**src/rtl/bsg_manycore_host_req_bridge.sv**
```systemverilog
// Host endpoint on the manycore IO link: packs four host words into a request and issues it under credits,
// buffers responses for the host, and drains incoming requests. Optional timeout: BSG_MANYCORE_HOST_BRIDGE_TIMEOUT_EN.
module bsg_manycore_host_req_bridge #(
    parameter int addr_width_p      = 28,
    parameter int data_width_p      = 32,
    parameter int x_cord_width_p    = 4,
    parameter int y_cord_width_p    = 3,
    parameter int src_x_p           = 0,
    parameter int src_y_p           = 0,
    parameter int max_out_credits_p = 16,
    parameter int resp_fifo_els_p   = 4,
    localparam int fwd_pkt_width_lp  = addr_width_p + 2 + 4 + 5 + data_width_p
                                       + 2 * (x_cord_width_p + y_cord_width_p),
    localparam int rev_pkt_width_lp  = data_width_p + 5 + x_cord_width_p + y_cord_width_p,
    localparam int link_sif_width_lp = fwd_pkt_width_lp + rev_pkt_width_lp + 6,
    localparam int credit_width_lp   = $clog2(max_out_credits_p + 1)
) (
    input  logic                         clk_i,
    input  logic                         reset_n_i,
    input  logic                         host_v_i,
    input  logic [31:0]                  host_data_i,
    output logic                         host_ready_o,
    output logic                         resp_v_o,
    output logic [data_width_p-1:0]      resp_data_o,
    output logic [4:0]                   resp_reg_id_o,
    input  logic                         resp_yumi_i,
    input  logic [link_sif_width_lp-1:0] link_sif_i,
    output logic [link_sif_width_lp-1:0] link_sif_o,
    output logic [credit_width_lp-1:0]   out_credits_o,
`ifdef BSG_MANYCORE_HOST_BRIDGE_TIMEOUT_EN
    output logic                         timeout_o,
`endif
    output logic [15:0]                  drop_count_o
);

    localparam int lg_els_lp = $clog2(resp_fifo_els_p);
    localparam int ptr_w_lp  = lg_els_lp + 1;
    localparam logic [credit_width_lp-1:0] max_credits_lp = credit_width_lp'(max_out_credits_p);

    typedef enum logic [0:0] {COLLECT, SEND} state_e;

    // Link layout, MSB first: fwd {v, packet, ready_and_rev}, then rev {v, packet, ready_and_rev}
    logic                        in_fwd_v;
    logic [fwd_pkt_width_lp-1:0] unused_in_fwd_pkt;
    logic                        out_fwd_ready;
    logic                        in_rev_v;
    logic [rev_pkt_width_lp-1:0] in_rev_pkt;
    logic                        unused_in_rev_ready;
    logic [data_width_p-1:0]     rev_data;
    logic [4:0]                  rev_load_id;
    logic [y_cord_width_p-1:0]   unused_rev_y;
    logic [x_cord_width_p-1:0]   unused_rev_x;
    logic                        unused_ok;

    assign {in_fwd_v, unused_in_fwd_pkt, out_fwd_ready,
            in_rev_v, in_rev_pkt, unused_in_rev_ready} = link_sif_i;
    assign {rev_data, rev_load_id, unused_rev_y, unused_rev_x} = in_rev_pkt;
    assign unused_ok = ^{unused_in_fwd_pkt, unused_in_rev_ready, unused_rev_y, unused_rev_x, host_data_i};

    state_e                      state_q;
    logic                        host_ready_q;
    logic [1:0]                  word_cnt_q;
    logic [addr_width_p-1:0]     addr_q;
    logic [data_width_p-1:0]     data_q;
    logic [x_cord_width_p-1:0]   dst_x_q;
    logic [y_cord_width_p-1:0]   dst_y_q;
    logic [3:0]                  mask_q;
    logic [1:0]                  op_q;
    logic [4:0]                  reg_id_q;
    logic [credit_width_lp-1:0]  credits_q, credits_d;
    logic [15:0]                 drop_cnt_q, drop_cnt_d;
    logic [ptr_w_lp-1:0]         wr_ptr_q, wr_ptr_d, rd_ptr_q, rd_ptr_d;
    logic [data_width_p+4:0]     fifo_mem_q [resp_fifo_els_p];

    logic                        fwd_v, fwd_hs, rev_hs, fifo_full, fifo_empty, push, pop;
    logic [fwd_pkt_width_lp-1:0] fwd_pkt;

    assign fwd_v  = (state_q == SEND) && (credits_q != '0);
    assign fwd_hs = fwd_v && out_fwd_ready;

    assign fifo_empty = (wr_ptr_q == rd_ptr_q);
    assign fifo_full  = (wr_ptr_q[ptr_w_lp-1] != rd_ptr_q[ptr_w_lp-1])
                     && (wr_ptr_q[lg_els_lp-1:0] == rd_ptr_q[lg_els_lp-1:0]);
    assign rev_hs     = in_rev_v && !fifo_full;
    assign push       = rev_hs;
    assign pop        = resp_yumi_i && !fifo_empty;

    assign fwd_pkt = {addr_q, op_q, mask_q, reg_id_q, data_q,
                      y_cord_width_p'(src_y_p), x_cord_width_p'(src_x_p), dst_y_q, dst_x_q};

    assign link_sif_o = {fwd_v, fwd_pkt, 1'b1,
                         1'b0, {rev_pkt_width_lp{1'b0}}, !fifo_full};

    assign host_ready_o  = host_ready_q;
    assign out_credits_o = credits_q;
    assign drop_count_o  = drop_cnt_q;
    assign resp_v_o      = !fifo_empty;
    assign {resp_data_o, resp_reg_id_o} = fifo_mem_q[rd_ptr_q[lg_els_lp-1:0]];

    // Word collection and packet issue; the held fields form the packet and stay frozen during SEND
    always_ff @(posedge clk_i or negedge reset_n_i) begin
        if (!reset_n_i) begin
            state_q      <= COLLECT;
            host_ready_q <= 1'b1;
            word_cnt_q   <= 2'd0;
            addr_q       <= '0;
            data_q       <= '0;
            dst_x_q      <= '0;
            dst_y_q      <= '0;
            mask_q       <= '0;
            op_q         <= '0;
            reg_id_q     <= '0;
        end else begin
            case (state_q)
                COLLECT: begin
                    if (host_v_i && host_ready_q) begin
                        case (word_cnt_q)
                            2'd0: addr_q <= host_data_i[addr_width_p-1:0];
                            2'd1: data_q <= host_data_i[data_width_p-1:0];
                            2'd2: begin
                                dst_x_q <= host_data_i[x_cord_width_p-1:0];
                                dst_y_q <= host_data_i[16 +: y_cord_width_p];
                            end
                            default: begin
                                mask_q   <= host_data_i[3:0];
                                op_q     <= host_data_i[9:8];
                                reg_id_q <= host_data_i[20:16];
                            end
                        endcase
                        word_cnt_q <= word_cnt_q + 2'd1;
                        if (word_cnt_q == 2'd3) begin
                            state_q      <= SEND;
                            host_ready_q <= 1'b0;
                        end
                    end
                end
                SEND: begin
                    if (fwd_hs) begin
                        state_q      <= COLLECT;
                        host_ready_q <= 1'b1;
                    end
                end
                default: begin
                    state_q      <= COLLECT;
                    host_ready_q <= 1'b1;
                end
            endcase
        end
    end

    always_comb begin
        credits_d = credits_q;
        if (fwd_hs && !rev_hs)
            credits_d = credits_q - 1'b1;
        else if (rev_hs && !fwd_hs)
            credits_d = credits_q + 1'b1;

        drop_cnt_d = drop_cnt_q;
        if (in_fwd_v && (drop_cnt_q != 16'hFFFF))
            drop_cnt_d = drop_cnt_q + 16'd1;

        wr_ptr_d = push ? wr_ptr_q + 1'b1 : wr_ptr_q;
        rd_ptr_d = pop  ? rd_ptr_q + 1'b1 : rd_ptr_q;
    end

    always_ff @(posedge clk_i or negedge reset_n_i) begin
        if (!reset_n_i) begin
            credits_q  <= max_credits_lp;
            drop_cnt_q <= '0;
            wr_ptr_q   <= '0;
            rd_ptr_q   <= '0;
            for (int i = 0; i < resp_fifo_els_p; i++)
                fifo_mem_q[i] <= '0;
        end else begin
            credits_q  <= credits_d;
            drop_cnt_q <= drop_cnt_d;
            wr_ptr_q   <= wr_ptr_d;
            rd_ptr_q   <= rd_ptr_d;
            if (push)
                fifo_mem_q[wr_ptr_q[lg_els_lp-1:0]] <= {rev_data, rev_load_id};
        end
    end

`ifndef SYNTHESIS
    // A response with every credit already home means the manycore returned something never requested
    always_ff @(posedge clk_i) begin
        if (reset_n_i)
            assert (!(rev_hs && !fwd_hs && (credits_q == max_credits_lp)));
    end
`endif

`ifdef BSG_MANYCORE_HOST_BRIDGE_TIMEOUT_EN
    logic [19:0] timeout_cnt_q;
    logic        timeout_q;

    // Measures silence on the response channel while requests are outstanding
    always_ff @(posedge clk_i or negedge reset_n_i) begin
        if (!reset_n_i) begin
            timeout_cnt_q <= '0;
            timeout_q     <= 1'b0;
        end else begin
            if (rev_hs || (credits_q == max_credits_lp))
                timeout_cnt_q <= '0;
            else if (timeout_cnt_q != 20'hFFFFF)
                timeout_cnt_q <= timeout_cnt_q + 20'd1;
            if (timeout_cnt_q == 20'hFFFFF)
                timeout_q <= 1'b1;
        end
    end

    assign timeout_o = timeout_q;
`endif

endmodule

```
**config.mk**
```make
export PLATFORM = sky130hd
export DESIGN_NAME = bsg_manycore_host_req_bridge
export DESIGN_NICKNAME = d
export VERILOG_FILES = /design/src/rtl/bsg_manycore_host_req_bridge.sv
export SDC_FILE = /design/constraint.sdc
export NUM_CORES = 1
export LEC_CHECK = 0
export CAP_MARGIN = 20
export CORE_MARGIN = 2
export CORE_UTILIZATION = 51
export CTS_CLUSTER_DIAMETER = 40
export CTS_CLUSTER_SIZE = 14
export DETAILED_ROUTE_END_ITERATION = 8
export PLACE_DENSITY = 0.84
export SKIP_LAST_GASP = 1
export SLEW_MARGIN = 20
export SYNTH_ARGS = -nofsm -noshare
export SYNTH_HDL_FRONTEND = slang
export SYNTH_SLANG_ARGS = --single-unit
```
**constraint.sdc**
```tcl
create_clock -name clk_i -period 7 [get_ports clk_i]
set_input_delay 1.4 -clock clk_i [delete_from_list [all_inputs] [get_ports clk_i]]
set_output_delay 1.4 -clock clk_i [all_outputs]
set_load 0.005 [all_outputs]
```
==> results.json, run 1 <==
{
  "clk_latency_ns": 0.52,
  "cts_hold_buf": 0,
  "cts_setup_buffers": 0,
  "synth_warnings": 0,
  "maxSlewViolCount": 0,
  "routedWlPerCell_um": 19.5,
  "place_area_um2": 14000,
  "viasPerCell": 5.23,
  "syn2layout_area_growth_pct": 28.5,
  "synthFlopType": "dfrtp_1",
  "fin_cells": 1283,
  "rsz0062_at_grt": "no",
  "die_h_um": 157,
  "core_area_um2": 22700,
  "ir_drop_mv": 0.312,
  "pwr_density_cell_nw_per_um2": 431,
  "synth_seq_cells": 257,
  "arrival_ns": 2.71,
  "synth_edf_count": 0,
  "finalWirelength_mm": 25.0,
  "yosysUniqueCellTypes": 45,
  "post-dp-hpwl_mm": 16.2,
  "final_common_cell": "dfrtp_1",
  "yosysSeqAreaShare": 0.542,
  "worst_pin_slew_ns": 1.12,
  "syn_area_um2": 11900,
  "cts_buffer_depth": 3,
  "cts_num_sinks": 257,
  "hold_viol": 0,
  "drv_cap": 0,
  "die-width_um": 157,
  "tns_ns": 0,
  "dp.cells": 1217,
  "syn_avg_cell_area_um2": 15.9,
  "r2r-start": "rd_ptr_q[1]",
  "numCtsBuffers": 37,
  "finalClockSkew_ns": 0.0214,
  "synth.top_cell.area_share": 0.538,
  "fin_util": 0.671,
  "die-area_um2": 24500,
  "cp_slowest_cell": "dfrtp_2",
  "fmax_mhz": 243,
  "hp-class": "reg2reg",
  "clkTransAtPathRegs_ns": 0.05,
  "grt_pass1_vias": 7313,
  "crit_chain": "xnor2_1, nand3b_1, clkdlybuf4s50_1",
  "hold_start": "host_ready_o",
  "cts_resized": 0,
  "fin_area_um2": 15200,
  "cts_tree": "done",
  "antenna_found_initial": 0,
  "synthArstFlopShare": 1.00,
  "grt_overflow": 0,
  "gp_congestion": 0.772,
  "startpoint": "rd_ptr_q[1]",
  "slowest_delay_ns": 1.10,
  "post-route-min-period_ns": 4.11,
  "start_util": 0.523,
  "endpoint_kind": "output pin",
  "cp-start-kind": "register",
  "ios": 366,
  "cts-htree-levels": 2,
  "holdWs_ns": 0.468,
  "synthCells": 746,
  "layout.nets": 1158,
  "maxSlewHeadroom": 0.254,
  "status": "complete, no violations",
  "setup_violations": 0,
  "grt_use_total": 0.207,
  "clockRootBuffer": "clkbuf_16",
  "p_leak_nw": 6.93,
  "most-common-layout-cells": "253 x dfrtp_1, 214 x clkdlybuf4s50_1, 118 x mux2_2, 110 x mux2_4, 55 x conb_1",
  "drt_drc_violations_left": 0,
  "drive_gt1_frac": 0.351,
  "path_class": "reg2out",
  "io_buffers": 215,
  "grt_max_degree": 137,
  "synth_area_leaders": "dfrtp_1 54%, mux2_4 14%, mux2_2 11%",
  "cp_max_fo": 40,
  "layout_worst_path_cycle_share": 0.587,
  "drt_pass1_iterations": 4,
  "grt_pass1_wl_mm": 40.0,
  "rows": 55,
  "initialDrtViolationCount": 185,
  "yosysTopAreaCell": "dfrtp_1",
  "antenna_left": 0,
  "diodes": 0,
  "num_vias": 6706,
  "required_ns": 5.60
}
## Yosys cell counts, types with 3 or more instances
master      n
nand4_1     7
nand3_1     4
dfrtp_1   255
ha_1       15
and2_1      4
nor4_1      3
nor3_1      3
clkbuf_1    4
a31oi_1     3
buf_2      12
mux2_4    110
xnor2_1    12
o21ai_0     6
mux2_2    118
xor2_1     10
buf_4      56
nand2_1    23
nor2_1      5
inv_1      11
buf_6      15
mux4_2     37
## cell type report
type                    instances  area, µm²
fillers                      1561       7460
flip-flops and latches        257       6440
multi-input cells             442       4930
repair buffers                222       2220
clock buffers                  40        980
well taps                     285        357
clock inverters                26        284
inverters                      11       41.3
## cell families after synthesis
logic type,Yosys count,synth area share
compound gates,22,0.0137
other cells,2,0.000633
mux,265,0.321
fa+ha+maj,16,0.0175
xor+xnor,23,0.0176
buf+inv,100,0.0601
flops,257,0.542
simple gates,61,0.0270
## registers in the layout (all words and copies together), names as in the netlist, 3 cells and up
register       cells
rd_ptr_q           3
mask_q             4
addr_q            28
data_q            32
fifo_mem_q       148
out_credits_o      5
dst_y_q            3
wr_ptr_q           3
drop_count_o      16
reg_id_q           5
dst_x_q            4
## worst paths after layout
kind / slack [ns] / endpoint / depth (start not counted)
min reg2reg: 0.47 / host_ready_o / 2
max reg2reg: 3.47 / out_credits_o[4] / 9
min: 0.47 / host_ready_o / 2
max: 2.89 / resp_v_o / 3
min in group asynchronous: 0.94 / fifo_mem_q[44] / 1
max in group asynchronous: 4.79 / rd_ptr_q[0] / 2
## worst max-delay path: cells and delay by family (launching register included)
kind | cells | cell delay, ns
simple gates | 1 | 0.24
buf+inv | 1 | 0.56
xor+xnor | 1 | 0.31
flops | 1 | 1.10
## metrics by stage
step                total power [mW]  setup WS [ns]
global placement                4.64           3.18
floorplan                       3.84           3.84
detailed placement              4.72           3.13
finish                          6.57           2.89
global route                    6.90           2.76
CTS                             6.64           2.85
## report_power, final
group          switching, mW  total [mW]  internal (mW)
clock                  0.701        1.88           1.18
combinational          0.772        2.35           1.58
sequential             0.354        2.34           1.99
## routing by layer
layer,GRT usage,routed length (µm),vias to the layer above
met1,0.275,10700,3475
met5,0,0,-
met2,0.346,12500,168
met3,0.0421,1210,45
met4,0.0664,598,0
li1,-,-,3018
No activity file was read; power rests on OpenSTA's default activity.
==> inputs of run 2 (changes only) <==
--- a/config.mk
+++ b/config.mk
@@ -7,11 +7,11 @@
 export LEC_CHECK = 0
 export CAP_MARGIN = 20
 export CORE_MARGIN = 2
-export CORE_UTILIZATION = 51
+export CORE_UTILIZATION = 47
 export CTS_CLUSTER_DIAMETER = 40
 export CTS_CLUSTER_SIZE = 14
 export DETAILED_ROUTE_END_ITERATION = 8
-export PLACE_DENSITY = 0.84
+export PLACE_DENSITY = 0.78
 export SKIP_LAST_GASP = 1
 export SLEW_MARGIN = 20
 export SYNTH_ARGS = -nofsm -noshare
==> constraint.sdc (replaced) <==
create_clock -name clk_i -period 4.05 [get_ports clk_i]
set_input_delay 0.81 -clock clk_i [delete_from_list [all_inputs] [get_ports clk_i]]
set_output_delay 0.81 -clock clk_i [all_outputs]
set_load 0.005 [all_outputs]
==> run 2 against run 1 <==
Net effect:
- clock skew decreased by 0.0054 ns
- worst setup slack worse by 2.1 ns
- clock-buffer cell count up 5
- critical path type unchanged
- first-iteration DRC count increased by 71%
- highest routed layer unchanged
- largest cell class unchanged
==> results.json, run 2 (synthesis gave the netlist of run 1 again) <==
{
  "cts_tree": "done",
  "endpoint_kind": "output pin",
  "post-dp-hpwl_mm": 16.8,
  "finalClockSkew_ns": 0.0159,
  "layout.nets": 1168,
  "fin_cells": 1339,
  "arrival_ns": 2.46,
  "cts_hold_buf": 0,
  "ir_drop_mv": 0.611,
  "clkTransAtPathRegs_ns": 0.05,
  "layout_worst_path_cycle_share": 0.807,
  "drv_cap": 0,
  "finalWirelength_mm": 25.6,
  "holdWs_ns": 0.317,
  "rows": 58,
  "grt_pass1_wl_mm": 40.4,
  "worst_pin_slew_ns": 0.779,
  "dp.cells": 1271,
  "status": "complete, no violations",
  "drive_gt1_frac": 0.355,
  "num_vias": 6768,
  "dpl_worst_slack_ns": 0.715,
  "core_area_um2": 25000,
  "path_class": "reg2out",
  "cts_setup_buffers": 0,
  "grt_overflow": 0,
  "cts_resized": 0,
  "place_area_um2": 14200,
  "top_regs": "fifo_mem_q: 148 flops, data_q: 32 flops, addr_q: 28 flops",
  "initialDrtViolationCount": 316,
  "cts_num_sinks": 257,
  "antenna_left": 0,
  "fin_util": 0.618,
  "final_common_cell": "dfrtp_1",
  "rrSetupSlack_ns": 1.22,
  "fmax_mhz": 306,
  "numCtsBuffers": 38,
  "worst_slack_ns": 0.782,
  "die_h_um": 163,
  "routedWlPerCell_um": 19.1,
  "grt_use_total": 0.193,
  "ios": 366,
  "grt_max_degree": 88,
  "regArea_um2": 6440,
  "cts-htree-levels": 2,
  "gp_congestion": 0.746,
  "p_leak_nw": 6.98,
  "die-area_um2": 26500,
  "diodes": 0,
  "cp_max_fo": 29,
  "clockRootBuffer": "clkbuf_16",
  "grt_pass1_vias": 7319,
  "rsz0062_at_grt": "no",
  "syn2layout_area_growth_pct": 30.1,
  "fin_area_um2": 15400,
  "maxSlewHeadroom": 0.476,
  "drt_pass1_iterations": 4,
  "setup_violations": 0,
  "io_buffers": 215,
  "pwr_density_cell_nw_per_um2": 739,
  "most-common-layout-cells": "253 x dfrtp_1, 214 x clkdlybuf4s50_1, 118 x mux2_2, 110 x mux2_4, 55 x conb_1",
  "drt_drc_violations_left": 0,
  "cp-start-kind": "register",
  "largest_reg_flops": 148,
  "cts_buffer_depth": 3,
  "hold_viol": 0,
  "post-route-min-period_ns": 3.27,
  "largest-register": "fifo_mem_q",
  "maxSlewViolCount": 0,
  "clk_latency_ns": 0.51,
  "die-width_um": 163,
  "hp-class": "in2async",
  "power_mw": 11.4,
  "antenna_found_initial": 0,
  "viasPerCell": 5.05,
  "multi_input_area_um2": 4920,
  "required_ns": 3.24,
  "start_util": 0.475,
  "fill_cells": 1888,
  "tns_ns": 0
}
[run 2: cell types whose count changed in the layout (fill, tap and decap cells not counted), sizes merged]
cell	delta
buf	+9
clkinv	-4
bufinv	-1
clkinvlp	+2
clkbuf	+5
[run 2: layer usage]
metal	GRT usage	vias to the layer above	share of wire
li1	-	3042	-
met5	0	-	0
met1	0.256	3511	0.42
met3	0.0407	52	0.048
met4	0.0696	0	0.029
met2	0.317	163	0.50
[run 2: worst max-delay path: stages, from the launching register on]
cell	delay [ns]
dfrtp_2	0.57
buf_4	0.50
mux4_2	0.40
clkdlybuf4s50_1	0.49
[run 2: path summary, 6_finish.rpt]
| kind | start | end | cells past startpoint |
|---|---|---|---|
| worst max-delay path | rd_ptr_q[1] | resp_data_o[27] | 3 |
| worst min-delay path | reset_n_i | drop_count_o[0] | 1 |
| worst max register to register | rd_ptr_q[0] | out_credits_o[4] | 9 |
| worst min register to register | host_ready_o | host_ready_o | 2 |
| max in group asynchronous | reset_n_i | fifo_mem_q[15] | 2 |
| min in group clk_i | host_ready_o | host_ready_o | 2 |
[run 2: final cells by class]
type                            instances  area share
Timing Repair Buffer                  231       0.152
Clock buffer                           45      0.0666
Tap cell                              330      0.0267
Inverter                               11     0.00267
Multi-Input combinational cell        442       0.319
Sequential cell                       257       0.417
Clock inverter                         23      0.0156
[run 2: power by group]
part           total [mW]  leakage (nW)  switching (mW)  internal, mW
sequential           4.00          3.23           0.561          3.44
clock                3.23         0.610            1.20          2.03
combinational        4.17          3.14            1.39          2.78
total                11.4          6.98            3.15          8.25
==> inputs of run 3 (changes only) <==
==> constraint.sdc (replaced) <==
create_clock -name clk_i -period 3.02 [get_ports clk_i]
set_input_delay 0.604 -clock clk_i [delete_from_list [all_inputs] [get_ports clk_i]]
set_output_delay 0.604 -clock clk_i [all_outputs]
set_load 0.005 [all_outputs]
==> run 3 against run 2 <==
Net effect:
- power is 36% higher
- sequential power increased by 33%
- first-iteration DRC count increased by 5.4%
- critical path depth is the same
- worst setup slack worse by 0.60 ns
- cell count rose by 0.75%
- core utilization rose by 0.47 points
- clock skew up 0.0021 ns
==> results.json, run 3 (synthesis gave the netlist of run 1 again) <==
{
  "fmax_mhz": 353,
  "hold_viol": 0,
  "grt_max_degree": 89,
  "crit_path_end": "resp_data_o[20]",
  "grt_pass1_vias": 7345,
  "worst_pin_slew_ns": 0.680,
  "clock_power_share": 0.288,
  "rrSetupSlack_ns": 0.29,
  "cp_slowest_cell": "mux4_2",
  "seqPwrFrac": 0.343,
  "cts_tree": "done",
  "rows": 58,
  "top_regs": "fifo_mem_q: 148 flops, data_q: 32 flops, addr_q: 28 flops",
  "r2r-start": "out_credits_o[0]",
  "ir_drop_mv": 0.633,
  "drv_cap": 0,
  "cts-htree-levels": 2,
  "numCtsBuffers": 38,
  "maxSlewViolCount": 0,
  "slowest_delay_ns": 0.56,
  "grt_use_total": 0.193,
  "final_common_cell": "dfrtp_1",
  "wl_met2_mm": 12.4,
  "status": "complete, no violations",
  "clk_latency_ns": 0.51,
  "r2r_end": "out_credits_o[4]",
  "cp_max_fo": 30,
  "ios": 366,
  "p_int_mw": 11.2,
  "fin_util": 0.623,
  "required_ns": 2.42,
  "start_util": 0.475,
  "routedWlPerCell_um": 18.9,
  "core_area_um2": 25000,
  "post-route-min-period_ns": 2.84,
  "reg2reg_depth": 10,
  "pwr-share-comb": 0.369,
  "tns_ns": 0,
  "die-area_um2": 26500,
  "cts_buffer_depth": 3,
  "p_sw_frac": 0.277,
  "initialDrtViolationCount": 333,
  "antenna_left": 0,
  "hp-class": "in2async",
  "rsz0062_at_grt": "no",
  "regArea_um2": 6440,
  "cp-start-kind": "register",
  "cts_num_sinks": 257,
  "holdWs_ns": 0.103,
  "drt_pass1_iterations": 4,
  "fill_cells": 1895,
  "drive_gt1_frac": 0.360,
  "most-common-layout-cells": "253 x dfrtp_1, 214 x clkdlybuf4s50_1, 118 x mux2_2, 110 x mux2_4, 55 x conb_1",
  "dr_wl_met3_mm": 1.15,
  "fin_cells": 1349,
  "endpoint_kind": "output pin",
  "setup_violations": 0,
  "wl_met1_mm": 11.0,
  "syn2layout_area_growth_pct": 31.1,
  "clkTransAtPathRegs_ns": 0.06,
  "path_class": "reg2out",
  "layout_worst_path_cycle_share": 0.939,
  "finalClockSkew_ns": 0.0181,
  "die_h_um": 163,
  "layout.nets": 1176,
  "viasPerCell": 5.04,
  "startpoint": "rd_ptr_q[0]",
  "io_buffers": 215,
  "largest-register": "fifo_mem_q",
  "maxSlewHeadroom": 0.547,
  "clockRootBuffer": "clkbuf_16",
  "switchingPower_mw": 4.28,
  "gp_congestion": 0.736,
  "p_leak_nw": 7.04,
  "arrival_ns": 2.23,
  "antenna_found_initial": 0,
  "multi_input_area_um2": 4920,
  "dp.cells": 1279,
  "drt_drc_violations_left": 0,
  "largest_reg_flops": 148,
  "die-width_um": 163,
  "post-dp-hpwl_mm": 16.6,
  "crit_chain": "buf_12, mux4_2, clkdlybuf4s50_1",
  "cts_setup_buffers": 0,
  "pwr_density_cell_nw_per_um2": 995,
  "top_layer": "met4",
  "cts_hold_buf": 0,
  "num_vias": 6798,
  "grt_overflow": 0,
  "diodes": 0,
  "grt_pass1_wl_mm": 40.4,
  "finalWirelength_mm": 25.4,
  "cts_resized": 0
}
[run 3: changes by cell type in the layout (fill, tap and decap cells not counted), sizes merged]
cell	previous run	this run
inv	17	16
clkbuf	45	47
clkinvlp	6	7
buf	17	25
[run 3: how the worst min path moves through the flow]
stage	start	endpoint	slack [ns]	cells after the start
floorplan	reset_n_i	addr_q[0]	0.31	0
global placement	host_ready_o	host_ready_o	0.46	2
detailed placement	host_ready_o	host_ready_o	0.46	2
CTS	reset_n_i	data_q[21]	0.13	1
global route	reset_n_i	data_q[21]	0.15	1
finish	reset_n_i	addr_q[21]	0.10	1
[run 3: power by group through the flow]
stage	clock, mW	sequential, mW	combinational, mW
after floorplan	0	5.12	3.79
after global placement	0	5.29	5.63
after detailed placement	0	5.33	5.73
after CTS	4.55	5.31	5.79
after global routing	4.70	5.46	6.11
final	4.45	5.31	5.71
[run 3: cell type report]
| type | count | area share |
|---|---|---|
| clock buffer | 47 | 0.0687 |
| clock inverter | 23 | 0.0158 |
| inverter | 11 | 0.00265 |
| multi-input combinational | 442 | 0.317 |
| sequential | 257 | 0.414 |
| tap | 330 | 0.0265 |
| timing repair buffer | 239 | 0.156 |
[run 3: worst max-delay path, delay by kind of cell, from the launching register on]
kind / cells / cell delay [ns]
flops: 1 / 0.40
buf+inv: 2 / 0.76
mux: 1 / 0.56
[run 3: through the flow]
stage | instance area [µm²] | setup slack [ns] | power (mW)
floorplan | 12100 | 0.641 | 8.91
global placement | 14200 | 0.127 | 10.9
detailed placement | 14200 | 0.105 | 11.1
CTS | 15600 | 0.141 | 15.7
global route | 15600 | 0.0938 | 16.3
finish | 15600 | 0.184 | 15.5
[run 3: routing by layer]
layer | vias to the layer above | track usage
li1 | 3067 | -
met1 | 3505 | 0.258
met2 | 167 | 0.313
met3 | 59 | 0.0382
met4 | 0 | 0.0764
met5 | - | 0
